===== src/rtl/hdmi_pkg.sv =====
// Shared types and TMDS character constants for the HDMI period scheduler.
package hdmi_pkg;
  typedef enum logic [1:0] {
    CTRL     = 2'd0,
    PREAMBLE = 2'd1,
    GUARD    = 2'd2,
    VIDEO    = 2'd3
  } period_e;

  // Indexed by {c1,c0}.
  localparam logic [9:0] TMDS_CTRL_CODE [4] = '{
    10'b1101010100, 10'b0010101011, 10'b0101010100, 10'b1010101011
  };

  localparam logic [9:0] VIDEO_GB_CH0  = 10'b1011001100;
  localparam logic [9:0] VIDEO_GB_CH1  = 10'b0100110011;
  localparam logic [9:0] VIDEO_GB_CH2  = 10'b1011001100;
  localparam logic [9:0] CLK_WORD_DFLT = 10'b0000011111;
endpackage


===== src/rtl/hdmi_period_scheduler_if.sv =====
// Scheduler bus: timing/video from the encoder in, TMDS words to the serializer out.
// dvi_mode_i exists only when HDMI_SCHED_DVI_EN is defined.
interface hdmi_period_scheduler_if #(
  parameter int NUM_PHY_CHANNELS = 4,
  parameter int WORD_WIDTH       = 10
);
  import hdmi_pkg::*;

  logic                                        advance_i;
  logic                                        de_i;
  logic                                        hsync_i;
  logic                                        vsync_i;
  logic [2:0][WORD_WIDTH-1:0]                  video_word_i;
  logic                                        err_clr_i;
  logic [NUM_PHY_CHANNELS-1:0][WORD_WIDTH-1:0] word_o;
  period_e                                     period_o;
  logic                                        err_short_blank_o;
`ifdef HDMI_SCHED_DVI_EN
  logic                                        dvi_mode_i;
`endif

  modport master (
`ifdef HDMI_SCHED_DVI_EN
    output dvi_mode_i,
`endif
    output advance_i, de_i, hsync_i, vsync_i, video_word_i, err_clr_i,
    input  word_o, period_o, err_short_blank_o
  );

  modport slave (
`ifdef HDMI_SCHED_DVI_EN
    input  dvi_mode_i,
`endif
    input  advance_i, de_i, hsync_i, vsync_i, video_word_i, err_clr_i,
    output word_o, period_o, err_short_blank_o
  );
endinterface


===== src/rtl/hdmi_stream_delay.sv =====
// Advance-gated delay line of DEPTH stages; tail_o is the sample taken DEPTH strobes ago.
module hdmi_stream_delay #(
  parameter int DEPTH = 10,
  parameter int W     = 33
) (
  input  logic         clk_i,
  input  logic         rst_ni,
  input  logic         adv_i,
  input  logic [W-1:0] d_i,
  output logic [W-1:0] tail_o
);
  logic [DEPTH-1:0][W-1:0] pipe;

  always_ff @(posedge clk_i or negedge rst_ni)
    if (!rst_ni) pipe <= '0;
    else if (adv_i) begin
      pipe[0] <= d_i;
      for (int i = 1; i < DEPTH; i++) pipe[i] <= pipe[i-1];
    end

  assign tail_o = pipe[DEPTH-1];
endmodule


===== src/rtl/hdmi_period_scheduler.sv =====
// HDMI TMDS period scheduler: control / preamble / guard / video sequencing per serializer slot.
// Optional HDMI_SCHED_DVI_EN adds dvi_mode_i, which bypasses preamble and guard band.
module hdmi_period_scheduler
  import hdmi_pkg::*;
#(
  parameter int         NUM_PHY_CHANNELS = 4,
  parameter int         WORD_WIDTH       = 10,
  parameter int         PREAMBLE_LEN     = 8,
  parameter int         GUARD_LEN        = 2,
  parameter logic [9:0] CLK_WORD         = CLK_WORD_DFLT
) (
  input logic                    clk_i,
  input logic                    rst_ni,
  hdmi_period_scheduler_if.slave bus
);
  localparam int DELAY = PREAMBLE_LEN + GUARD_LEN;
  localparam int CW    = $clog2(DELAY + 1);
  localparam logic [CW-1:0] PRE_LAST = CW'(PREAMBLE_LEN - 1);
  localparam logic [CW-1:0] GRD_LAST = CW'(DELAY - 1);

  typedef logic [2:0][WORD_WIDTH-1:0] chars_t;
  typedef struct packed {
    logic   de;
    logic   hsync;
    logic   vsync;
    chars_t video;
  } slot_t;

  slot_t         s_in, s_tail;
  period_e       st, nxt;
  logic [CW-1:0] cnt;
  logic          de_last, rise, dvi, err_set, err_q;
  chars_t        data_q;

  assign s_in = {bus.de_i, bus.hsync_i, bus.vsync_i, bus.video_word_i};

  hdmi_stream_delay #(.DEPTH(DELAY), .W($bits(slot_t))) u_delay (
    .clk_i  (clk_i),
    .rst_ni (rst_ni),
    .adv_i  (bus.advance_i),
    .d_i    (s_in),
    .tail_o (s_tail)
  );

`ifdef HDMI_SCHED_DVI_EN
  // Mode is latched while idle in CTRL so a change mid-line cannot split a period.
  logic dvi_q;
  always_ff @(posedge clk_i or negedge rst_ni)
    if (!rst_ni) dvi_q <= 1'b0;
    else if (bus.advance_i && st == CTRL) dvi_q <= bus.dvi_mode_i;
  assign dvi = (st == CTRL) ? bus.dvi_mode_i : dvi_q;
`else
  assign dvi = 1'b0;
`endif

  assign rise    = bus.de_i & ~de_last;
  assign err_set = ~dvi & ((st == CTRL) ? s_tail.de : rise);

  // Delayed video already in flight wins over a new rising edge while in CTRL.
  always_comb begin
    nxt = st;
    unique case (st)
      CTRL:     nxt = s_tail.de ? VIDEO : (rise && !dvi) ? PREAMBLE : CTRL;
      PREAMBLE: nxt = rise ? CTRL : (cnt == PRE_LAST) ? GUARD : PREAMBLE;
      GUARD:    nxt = rise ? CTRL : (cnt != GRD_LAST) ? GUARD : s_tail.de ? VIDEO : CTRL;
      VIDEO:    nxt = s_tail.de ? VIDEO : CTRL;
      default:  nxt = CTRL;
    endcase
  end

  function automatic chars_t chars(period_e p, slot_t s);
    chars_t c;
    c[0] = TMDS_CTRL_CODE[{s.vsync, s.hsync}];
    c[1] = TMDS_CTRL_CODE[0];
    c[2] = TMDS_CTRL_CODE[0];
    unique case (p)
      PREAMBLE: c[1] = TMDS_CTRL_CODE[1];
      GUARD:    c = {VIDEO_GB_CH2, VIDEO_GB_CH1, VIDEO_GB_CH0};
      VIDEO:    c = s.video;
      default:  ;
    endcase
    return c;
  endfunction

  // cnt counts strobes since the accepted rising edge across preamble and guard.
  always_ff @(posedge clk_i or negedge rst_ni)
    if (!rst_ni) begin
      st      <= CTRL;
      cnt     <= '0;
      de_last <= 1'b0;
      err_q   <= 1'b0;
      data_q  <= {3{TMDS_CTRL_CODE[0]}};
    end else if (bus.advance_i) begin
      st      <= nxt;
      de_last <= bus.de_i;
      data_q  <= chars(nxt, s_tail);
      if (st == CTRL) cnt <= '0;
      else if (st != VIDEO) cnt <= cnt + CW'(1);
      if (err_set) err_q <= 1'b1;
      else if (bus.err_clr_i) err_q <= 1'b0;
    end

  assign bus.period_o          = st;
  assign bus.err_short_blank_o = err_q;

  for (genvar ch = 0; ch < NUM_PHY_CHANNELS; ch++) begin : g_ch
    if (ch < 3) begin : g_data
      assign bus.word_o[ch] = data_q[ch];
    end else begin : g_clk
      assign bus.word_o[ch] = CLK_WORD;
    end
  end
endmodule


===== src/flat_wrapper.sv =====
// flat-port wrapper written by rule: the top's interface ports become plain ports
module hdmi_period_scheduler_flat import hdmi_pkg::*;
#(
  parameter int         NUM_PHY_CHANNELS = 4,
  parameter int         WORD_WIDTH       = 10,
  parameter int         PREAMBLE_LEN     = 8,
  parameter int         GUARD_LEN        = 2,
  parameter logic [9:0] CLK_WORD         = CLK_WORD_DFLT
)
  (clk_i, rst_ni, bus_advance_i, bus_de_i, bus_hsync_i, bus_vsync_i, bus_video_word_i, bus_err_clr_i, bus_word_o, bus_period_o, bus_err_short_blank_o);
  hdmi_period_scheduler_if #(.NUM_PHY_CHANNELS(NUM_PHY_CHANNELS), .WORD_WIDTH(WORD_WIDTH)) bus_i ();
  input logic clk_i;
  input logic rst_ni;
  input wire logic [$bits(bus_i.advance_i)-1:0] bus_advance_i;
  input wire logic [$bits(bus_i.de_i)-1:0] bus_de_i;
  input wire logic [$bits(bus_i.hsync_i)-1:0] bus_hsync_i;
  input wire logic [$bits(bus_i.vsync_i)-1:0] bus_vsync_i;
  input wire logic [$bits(bus_i.video_word_i)-1:0] bus_video_word_i;
  input wire logic [$bits(bus_i.err_clr_i)-1:0] bus_err_clr_i;
  output wire logic [$bits(bus_i.word_o)-1:0] bus_word_o;
  output wire logic [$bits(bus_i.period_o)-1:0] bus_period_o;
  output wire logic [$bits(bus_i.err_short_blank_o)-1:0] bus_err_short_blank_o;
  assign bus_i.advance_i = bus_advance_i;
  assign bus_i.de_i = bus_de_i;
  assign bus_i.hsync_i = bus_hsync_i;
  assign bus_i.vsync_i = bus_vsync_i;
  assign bus_i.video_word_i = bus_video_word_i;
  assign bus_i.err_clr_i = bus_err_clr_i;
  assign bus_word_o = bus_i.word_o;
  assign bus_period_o = bus_i.period_o;
  assign bus_err_short_blank_o = bus_i.err_short_blank_o;
  hdmi_period_scheduler #(.NUM_PHY_CHANNELS(NUM_PHY_CHANNELS), .WORD_WIDTH(WORD_WIDTH), .PREAMBLE_LEN(PREAMBLE_LEN), .GUARD_LEN(GUARD_LEN), .CLK_WORD(CLK_WORD)) u_core (.clk_i(clk_i), .rst_ni(rst_ni), .bus(bus_i));
endmodule

===== config.mk =====
export PLATFORM = sky130hd
export DESIGN_NAME = hdmi_period_scheduler_flat
export DESIGN_NICKNAME = d
export VERILOG_FILES = /design/src/rtl/hdmi_pkg.sv /design/src/rtl/hdmi_period_scheduler_if.sv /design/src/rtl/hdmi_stream_delay.sv /design/src/rtl/hdmi_period_scheduler.sv /design/src/flat_wrapper.sv
export SDC_FILE = /design/constraint.sdc
export NUM_CORES = 1
export LEC_CHECK = 0
export ABC_CLOCK_PERIOD_IN_PS = 4950
export BUFFER_PORTS_ARGS = -buffer_cell sky130_fd_sc_hd__buf_4
export CORE_MARGIN = 2
export CORE_UTILIZATION = 50
export DETAILED_ROUTE_END_ITERATION = 8
export GPL_ROUTABILITY_DRIVEN = 0
export PLACE_DENSITY = 0.7
export SLEW_MARGIN = 15
export SYNTH_ARGS = -nofsm -noshare
export SYNTH_HDL_FRONTEND = slang
export SYNTH_SLANG_ARGS = --single-unit

===== constraint.sdc =====
create_clock -name clk_i -period 4.95 [get_ports clk_i]
set_input_delay 0.495 -clock clk_i [delete_from_list [all_inputs] [get_ports clk_i]]
set_output_delay 0.495 -clock clk_i [all_outputs]
set_load 0.01 [all_outputs]

==> results.json, run 1 <==
{
  "yosysSeqAreaShare_pct": 65.0,
  "layout-drive-gt1-share_pct": 50.9,
  "setup_violations": 0,
  "die_h_um": 172,
  "clk_latency_ns": 0.51,
  "netlist_area_um2": 14200,
  "core_um2": 27900,
  "worstReg2RegStart": "u_core.bus.period_o[1]",
  "syn_inst": 883,
  "hp-class": "in -> async",
  "cts_buffer_depth": 3,
  "grt_pass1_wl_um": 37000,
  "grt_max_degree": 158,
  "reg2reg_to": "u_core.bus.word_o[16]",
  "yosys.area.top_type": "dfrtp_1",
  "startpoint_type": "flop",
  "r2r_cells": 4,
  "cts_setup_buffers": 0,
  "synth_edf_count": 0,
  "tightest_slew_ns": 0.972,
  "async_flop_share_pct": 100,
  "routed_via_density": 5.17,
  "die_area_um2": 29700,
  "nNetsFinal": 989,
  "numCtsBuffers": 38,
  "arrival_ns": 2.88,
  "routed_wl_um": 21200,
  "switching_share_pct": 25.7,
  "first_pass_iters": 6,
  "pwr-share-seq_pct": 50.8,
  "worstPathRequired_ns": 5.39,
  "ys_ff_latch": 367,
  "htreeDepth": 2,
  "grt-ovfl-total": 0,
  "endpoint_kind": "flop",
  "ys_warn_count": 0,
  "hold_viol_final": 0,
  "drt_iter0_markers": 543,
  "status": "finished, final reports clean",
  "dr_total_vias": 6975,
  "die_w_um": 172,
  "cts_resized": 0,
  "synthTopCellsByCount": "352 x dfrtp_1, 328 x mux2_2, 38 x buf_2",
  "clk_pin_slew_ns": 0.06,
  "ant_nets": 0,
  "cts_hold_buffers": 0,
  "ys.flop_type": "dfrtp_1",
  "p_int_mw": 6.72,
  "total_power_mw": 9.04,
  "placed_area_um2": 15000,
  "rsz0062_at_grt": "no",
  "fill_cells": 2180,
  "drc": 0,
  "cellPowerDensity_nw_per_um2": 558,
  "grt_pass1_vias": 7170,
  "cts_root_buffer": "clkbuf_16",
  "synth_top_area_share_pct": 62.2,
  "syn_avg_cell_area_um2": 16.0,
  "dpl.hpwl_um": 12800,
  "final_area_um2": 16200,
  "antenna_found_initial": 0,
  "num_rows": 61,
  "antennaDiodeCount": 0,
  "port_buffers": 69,
  "slew_headroom_pct": 35.2,
  "clockPowerShare_pct": 30.5,
  "grtUsageTotal_pct": 15.3,
  "fin_setup_tns_ns": 0,
  "fin_crit_ns": 2.44,
  "ios": 80,
  "initial_core_util_pct": 50.8,
  "synthMostInstantiatedCell": "dfrtp_1",
  "fin_crit_sh_pct": 49.4,
  "combPwrFrac_pct": 18.6,
  "r2r_slack_ns": 2.51,
  "clock_skew_ns": 0.0189,
  "p_leak_nw": 7.00,
  "irDropWorstVdd_mv": 0.259,
  "ys_types": 48,
  "avgRoutedWirePerCell_um": 15.7,
  "maxCapViolCount": 0,
  "syn_to_final_growth_pct": 14.3,
  "cts_tree": "yes",
  "synth.area.top_cells": "dfrtp_1 62%, mux2_2 26%, dfstp_2 2.8%",
  "numClockSinks": 367,
  "p_switching_mw": 2.32,
  "slew_violations": 0,
  "fmax_ghz": 0.409,
  "critical_path.max_fanout": 11,
  "path_class": "reg -> reg"
}
-- per-stage QoR --
stage                     hold WS, ns  std cells  setup slack, ns  utilization [%]
after global routing            0.149       1349             2.34             58.1
after floorplan                 0.199        891             3.20                -
after detailed placement        0.475       1286             2.41             53.7
final                          0.0755       1349             2.51             58.1
after CTS                       0.116       1349             2.51             58.1
after global placement          0.466       1286             2.44             53.7
-- cell families after synthesis --
| group | share of synthesized area [%] |
|---|---|
| flip-flops | 65.0 |
| buffers and inverters | 2.48 |
| multiplexers | 26.1 |
| AND/OR/NAND/NOR | 2.15 |
| other | 0.0530 |
| adder cells (fa/ha/maj) | 0.495 |
| AO/OA/AOI/OAI | 3.76 |
-- critical path, stage by stage (launching register included) --
cell      delay (ns)
dfrtp_1         0.62
nand2b_1        0.44
nand3_2         0.27
nor2_1          0.75
a221o_1         0.29
-- layout by cell type (no fill, tap or decap), types with 5 or more instances in the layout --
cell type  count
nor2b_1        9
clkbuf_8      10
o21ai_0        6
dfrtp_1      352
buf_4         71
conb_1        10
o22a_1         5
nor2_1        13
clkbuf_1       8
a22o_1         5
mux2_2       328
nand2_1        6
a221o_2        7
o32ai_1        7
a21oi_1       10
clkbuf_16     39
dfstp_2       15
inv_1          6
-- sequential cells by signal (all words and copies together) (netlist names) --
signal	flops
u_core.bus.err_short_blank_o	1
u_core.bus.period_o	2
u_core.bus.word_o	30
u_core.cnt	4
u_core.de_last	1
u_core.u_delay.pipe	296
u_core.u_delay.tail_o	33
-- worst max path at each step --
| stage | from | endpoint | slack, ns | depth (start not counted) |
|---|---|---|---|---|
| after global routing | u_core.bus.period_o[1] | u_core.bus.word_o[16] | 2.34 | 4 |
| after detailed placement | bus_advance_i | u_core.bus.word_o[1] | 2.41 | 4 |
| final | u_core.bus.period_o[1] | u_core.bus.word_o[16] | 2.51 | 4 |
| after global placement | bus_advance_i | u_core.bus.word_o[1] | 2.44 | 4 |
| after floorplan | u_core.cnt[0] | u_core.bus.word_o[16] | 3.20 | 6 |
| after CTS | u_core.bus.period_o[1] | u_core.bus.word_o[16] | 2.51 | 4 |
-- routing by layer --
| layer | GRT usage (%) | part of all wire (%) |
|---|---|---|
| met1 | 23.9 | 52 |
| met2 | 21.0 | 40 |
| met3 | 3.43 | 5.3 |
| met4 | 5.22 | 2.4 |
| met5 | 0 | 0 |
-- power groups by stage --
stage	registers, mW	clock network, mW	logic, mW
final	4.59	2.76	1.68
after global routing	4.73	2.98	1.87
after CTS	4.60	2.85	1.71
after detailed placement	4.64	0	1.70
after global placement	4.61	0	1.63
after floorplan	4.43	0	1.28
-- area by class of cell --
type / count / area (µm²) / area share [%]
Clock buffer: 57 / 1140 / 7.07
Clock inverter: 6 / 83.8 / 0.518
Inverter: 6 / 22.5 / 0.139
Multi-Input combinational cell: 459 / 4640 / 28.7
Sequential cell: 367 / 9200 / 56.9
Tap cell: 378 / 473 / 2.92
Timing Repair Buffer: 76 / 623 / 3.85
Power figures use the tool's default switching activity.
==> run 2, diff against run 1 <==
--- a/config.mk
+++ b/config.mk
@@ -5,7 +5,7 @@
 export SDC_FILE = /design/constraint.sdc
 export NUM_CORES = 1
 export LEC_CHECK = 0
-export ABC_CLOCK_PERIOD_IN_PS = 4950
+export ABC_CLOCK_PERIOD_IN_PS = 2500
 export BUFFER_PORTS_ARGS = -buffer_cell sky130_fd_sc_hd__buf_4
 export CORE_MARGIN = 2
 export CORE_UTILIZATION = 50
==> constraint.sdc (replaced) <==
create_clock -name clk_i -period 2.5 [get_ports clk_i]
set_input_delay 0.25 -clock clk_i [delete_from_list [all_inputs] [get_ports clk_i]]
set_output_delay 0.25 -clock clk_i [all_outputs]
set_load 0.01 [all_outputs]
==> run 2 against run 1 <==
- final cell count rose by 3.3%
- count of clock-buffer cells in the layout is 2 lower
- via count is 3.3% higher
- die area unchanged
- non-clock buffer count grew 39
- wire length grew 2.9%
- clock power rose by 100%
- sequential share of layout area is 1.6 points lower
- highest routed layer unchanged
==> results.json, run 2 (synthesis results as in run 1) <==
{
  "status": "finished, final reports clean",
  "initial_core_util_pct": 50.8,
  "utilization_pct": 59.8,
  "clockPowerShare_pct": 31.1,
  "die_w_um": 172,
  "maxCapViolCount": 0,
  "grt_pass1_vias": 7123,
  "arrival_ns": 2.77,
  "fin_setup_tns_ns": 0,
  "fill_cells": 2133,
  "grt-ovfl-total": 0,
  "combPwrFrac_pct": 18.8,
  "num_rows": 61,
  "dr_total_vias": 7206,
  "final_common_cell": "dfrtp_1",
  "cts_setup_buffers": 0,
  "hp-class": "in -> reg",
  "irDropWorstVdd_mv": 0.543,
  "setup_violations": 0,
  "nNetsFinal": 1028,
  "clock_skew_ns": 0.00929,
  "syn_to_final_growth_pct": 17.6,
  "ios": 80,
  "cts_root_buffer": "clkbuf_16",
  "port_buffers": 69,
  "clk_pin_slew_ns": 0.06,
  "htreeDepth": 2,
  "die_h_um": 172,
  "endpoint_kind": "flop",
  "p_leak_nw": 7.21,
  "worstPathRequired_ns": 2.94,
  "tightest_slew_ns": 0.868,
  "r2r_slack_ns": 0.16,
  "antennaDiodeCount": 0,
  "routed_via_density": 5.17,
  "startpoint_type": "flop",
  "drt_iter0_markers": 414,
  "largest_reg_flops": 296,
  "fin_crit_sh_pct": 93.4,
  "fmax_ghz": 0.428,
  "cellPowerDensity_nw_per_um2": 1090,
  "avgRoutedWirePerCell_um": 15.6,
  "grt_max_degree": 134,
  "numClockSinks": 367,
  "numCtsBuffers": 38,
  "p_switching_mw": 4.70,
  "stdcell_count": 1394,
  "critical_path.max_fanout": 11,
  "die_area_um2": 29700,
  "fin_crit_ns": 2.34,
  "cts_resized": 0,
  "drc": 0,
  "path_class": "reg -> reg",
  "layout-drive-gt1-share_pct": 50.0,
  "switching_share_pct": 25.9,
  "cts_hold_buffers": 34,
  "slew_headroom_pct": 41.9,
  "dpl.hpwl_um": 13300,
  "pwr-share-seq_pct": 50.1,
  "routed_wl_um": 21800,
  "regMostFlops": "u_core.u_delay.pipe",
  "dp.cells": 1291,
  "fin_hold_ws_ns": 0.0455,
  "p_int_mw": 13.5,
  "cts_buffer_depth": 3,
  "slew_violations": 0,
  "ant_nets": 0,
  "core_um2": 27900,
  "antenna_found_initial": 0,
  "clk_latency_ns": 0.51,
  "cts_tree": "yes",
  "hold_viol_final": 0,
  "rsz0062_at_grt": "no",
  "grt_pass1_wl_um": 37500,
  "final_cell_mix": "352 x dfrtp_1, 328 x mux2_2, 74 x buf_4, 41 x clkbuf_16, 34 x dlygate4sd3_1",
  "first_pass_iters": 4,
  "grtUsageTotal_pct": 15.4
}
-- run 2: cell count changes in the layout (fill, tap and decap cells not counted), sizes merged --
cell         delta
buf             +5
clkbuf          -2
clkinv          +7
clkinvlp        +2
dlygate4sd3    +34
inv             -1
-- run 2: final cells by class --
class / count / area [µm²] / share of cell area, %
clock buffer: 55 / 1170 / 7.02
multi-input combinational: 459 / 4640 / 27.8
clock inverter: 14 / 125 / 0.751
inverter: 6 / 22.5 / 0.135
timing repair buffer: 115 / 1030 / 6.16
sequential: 367 / 9200 / 55.3
tap: 378 / 473 / 2.84
-- run 2: worst paths after layout --
kind,from,endpoint,cells after the start
worst min register to register,u_core.bus.word_o[24],u_core.bus.word_o[24],2
worst min-delay path,bus_err_clr_i,u_core.bus.err_short_blank_o,3
worst max register to register,u_core.bus.period_o[1],u_core.bus.word_o[5],4
max in group asynchronous,rst_ni,u_core.u_delay.pipe[82],3
worst max-delay path,u_core.bus.period_o[1],u_core.bus.word_o[5],4
min in group asynchronous,rst_ni,u_core.u_delay.pipe[164],2
-- run 2: power by group through the flow --
stage	clock network (mW)	registers (mW)	logic (mW)
2_1_floorplan	0	8.78	2.53
3_3_place_gp	0	9.12	3.27
3_5_place_dp	0	9.19	3.40
4_1_cts	5.81	9.10	3.47
5_1_grt	6.05	9.36	3.78
6_report	5.65	9.10	3.42
-- run 2: through the flow --
stage / worst slack (ns) / area [µm²] / power, mW
2_1_floorplan: 0.747 / 14200 / 11.3
3_3_place_gp: 0.342 / 15000 / 12.4
3_5_place_dp: 0.215 / 15000 / 12.6
4_1_cts: 0.188 / 16700 / 18.4
5_1_grt: 0.0383 / 16700 / 19.2
6_report: 0.165 / 16700 / 18.2
-- run 2: critical path, cell delays in order (launching register included) --
cell and delay (ns):
dfrtp_1 0.58, nand2b_1 0.43, nand3_2 0.25, nor2_1 0.72
a221o_2 0.29
-- run 2: routing by layer --
metal	up-vias	routed length, µm	global-route usage (%)
li1	3361	-	-
met1	3661	11400	24.6
met2	146	8980	21.4
met3	38	1020	3.02
met4	0	420	4.35
met5	-	0	0
==> run 3, diff against run 2 <==
--- a/config.mk
+++ b/config.mk
@@ -11,6 +11,7 @@
 export CORE_UTILIZATION = 50
 export DETAILED_ROUTE_END_ITERATION = 8
 export GPL_ROUTABILITY_DRIVEN = 0
+export HOLD_SLACK_MARGIN = 0.1
 export PLACE_DENSITY = 0.7
 export SLEW_MARGIN = 15
 export SYNTH_ARGS = -nofsm -noshare
==> run 3 against run 2 <==
- sequential power is essentially flat
- final cell count about the same
- total power is 0.11% higher
- via count is 0.12% lower
- hold slack improved by 0.13 ns
- clock skew is essentially flat
- critical path depth stayed put
- critical endpoint unchanged
- largest power group unchanged
- highest routed layer unchanged
==> results.json, run 3 (synthesis results as in run 1) <==
{
  "p_switching_mw": 4.72,
  "tightest_slew_ns": 0.870,
  "final_area_um2": 16700,
  "hold_viol_final": 0,
  "fin_crit_ns": 2.35,
  "grt_max_degree": 134,
  "ant_nets": 0,
  "num_rows": 61,
  "clk_pin_slew_ns": 0.06,
  "crit_chain": "nand2b_1 -> nand3_2 -> nor2_1 -> a221o_2",
  "die_w_um": 172,
  "irDropWorstVdd_mv": 0.544,
  "grt_pass1_wl_um": 37500,
  "dpl.hpwl_um": 13300,
  "routed_wl_um": 21900,
  "setup_violations": 0,
  "final_common_cell": "dfrtp_1",
  "fmax_ghz": 0.425,
  "clock_skew_ns": 0.00894,
  "cts_setup_buffers": 0,
  "layout_setup_ws_ns": 0.149,
  "ios": 80,
  "cp_slowest_cell": "nor2_1",
  "avgRoutedWirePerCell_um": 15.7,
  "routed_via_density": 5.16,
  "p_leak_nw": 7.21,
  "largest_reg_flops": 296,
  "switching_share_pct": 26.0,
  "grt-ovfl-total": 0,
  "total_power_mw": 18.2,
  "core_um2": 27900,
  "nNetsFinal": 1029,
  "clk_latency_ns": 0.51,
  "clockPowerShare_pct": 31.1,
  "drc": 0,
  "regMostFlops": "u_core.u_delay.pipe",
  "pre_cts_ws_ns": 0.215,
  "syn_to_final_growth_pct": 17.7,
  "hp-class": "in -> reg",
  "dr_total_vias": 7197,
  "maxCapViolCount": 0,
  "cellPowerDensity_nw_per_um2": 1090,
  "grtUsageTotal_pct": 15.4,
  "slew_headroom_pct": 41.8,
  "antennaDiodeCount": 0,
  "htreeDepth": 2,
  "status": "finished, final reports clean",
  "numClockSinks": 367,
  "pwr-share-seq_pct": 50.1,
  "endpoint_kind": "flop",
  "layout-drive-gt1-share_pct": 50.0,
  "worstPathRequired_ns": 2.94,
  "die_area_um2": 29700,
  "combPwrFrac_pct": 18.8,
  "cts_root_buffer": "clkbuf_16",
  "slowest_delay_ns": 0.72,
  "numCtsBuffers": 38,
  "fin_setup_tns_ns": 0,
  "fin_crit_sh_pct": 94.1,
  "port_buffers": 69,
  "rsz0062_at_grt": "no",
  "critical_path.max_fanout": 11,
  "initial_core_util_pct": 50.8,
  "path_class": "reg -> reg",
  "antenna_found_initial": 0,
  "cts_buffer_depth": 3,
  "die_h_um": 172,
  "fill_cells": 2130,
  "final_cell_mix": "352 x dfrtp_1, 328 x mux2_2, 74 x buf_4, 41 x clkbuf_16, 35 x dlygate4sd3_1",
  "drt_iter0_markers": 412,
  "arrival_ns": 2.79,
  "slew_violations": 0,
  "placed_area_um2": 15000,
  "p_int_mw": 13.5,
  "startpoint_type": "flop",
  "first_pass_iters": 4,
  "cts_tree": "yes",
  "grt_pass1_vias": 7123
}
run 3: cell count changes in the layout (fill, tap and decap cells not counted), sizes merged:
cell	before	now
dlygate4sd3	34	35
run 3: path summary, 6_finish.rpt:
path	from	end	slack [ns]	depth (start not counted)
setup / recovery	u_core.bus.period_o[1]	u_core.bus.word_o[5]	0.15	4
hold / removal	bus_advance_i	u_core.u_delay.pipe[121]	0.18	2
setup reg to reg	u_core.bus.period_o[1]	u_core.bus.word_o[5]	0.15	4
hold reg to reg	u_core.bus.word_o[24]	u_core.bus.word_o[24]	0.49	2
max in group asynchronous	rst_ni	u_core.u_delay.pipe[90]	1.31	3
min in group asynchronous	rst_ni	u_core.u_delay.pipe[164]	0.26	2
run 3: worst max-delay path: cells and delay by family, from the launching register on:
| family | cells | cell delay, ns |
|---|---|---|
| and+or+nand+nor | 3 | 1.41 |
| AOI/OAI and AO/OA | 1 | 0.29 |
| DFF | 1 | 0.59 |
run 3: layout make-up:
| class | count | area [µm²] | share of cell area (%) |
|---|---|---|---|
| sequential | 367 | 9200 | 55.2 |
| clock buffer | 55 | 1170 | 7.01 |
| tap | 378 | 473 | 2.84 |
| timing repair buffer | 116 | 1040 | 6.22 |
| clock inverter | 14 | 125 | 0.751 |
| inverter | 6 | 22.5 | 0.135 |
| multi-input combinational | 459 | 4640 | 27.8 |
run 3: metrics by stage:
step | util, % | instances | hold WS, ns
finish | 59.8 | 1395 | 0.175
global route | 59.8 | 1395 | 0.177
CTS | 59.8 | 1395 | 0.162
detailed placement | 53.9 | 1291 | 0.227
global placement | 53.9 | 1291 | 0.224
floorplan | - | 891 | -0.0456
run 3: power by group through the flow:
stage / clock, mW / sequential (mW) / combinational (mW)
2_1_floorplan: 0 / 8.78 / 2.53
3_3_place_gp: 0 / 9.12 / 3.27
3_5_place_dp: 0 / 9.19 / 3.40
4_1_cts: 5.81 / 9.10 / 3.48
5_1_grt: 6.05 / 9.36 / 3.78
6_report: 5.66 / 9.10 / 3.42
run 3: layer usage:
| layer | part of all wire [%] | GRT usage, % |
|---|---|---|
| met1 | 52 | 24.6 |
| met3 | 4.4 | 3.02 |
| met2 | 41 | 21.4 |
| met4 | 1.9 | 4.35 |
| met5 | 0 | 0 |
run 3: repair_timing:
action                                  4_1_cts  5_1_grt
endpoints found under the setup margin        0        0
gates resized for setup                       0        0
hold buffers                                 35        0
endpoints found under the hold margin        89        0
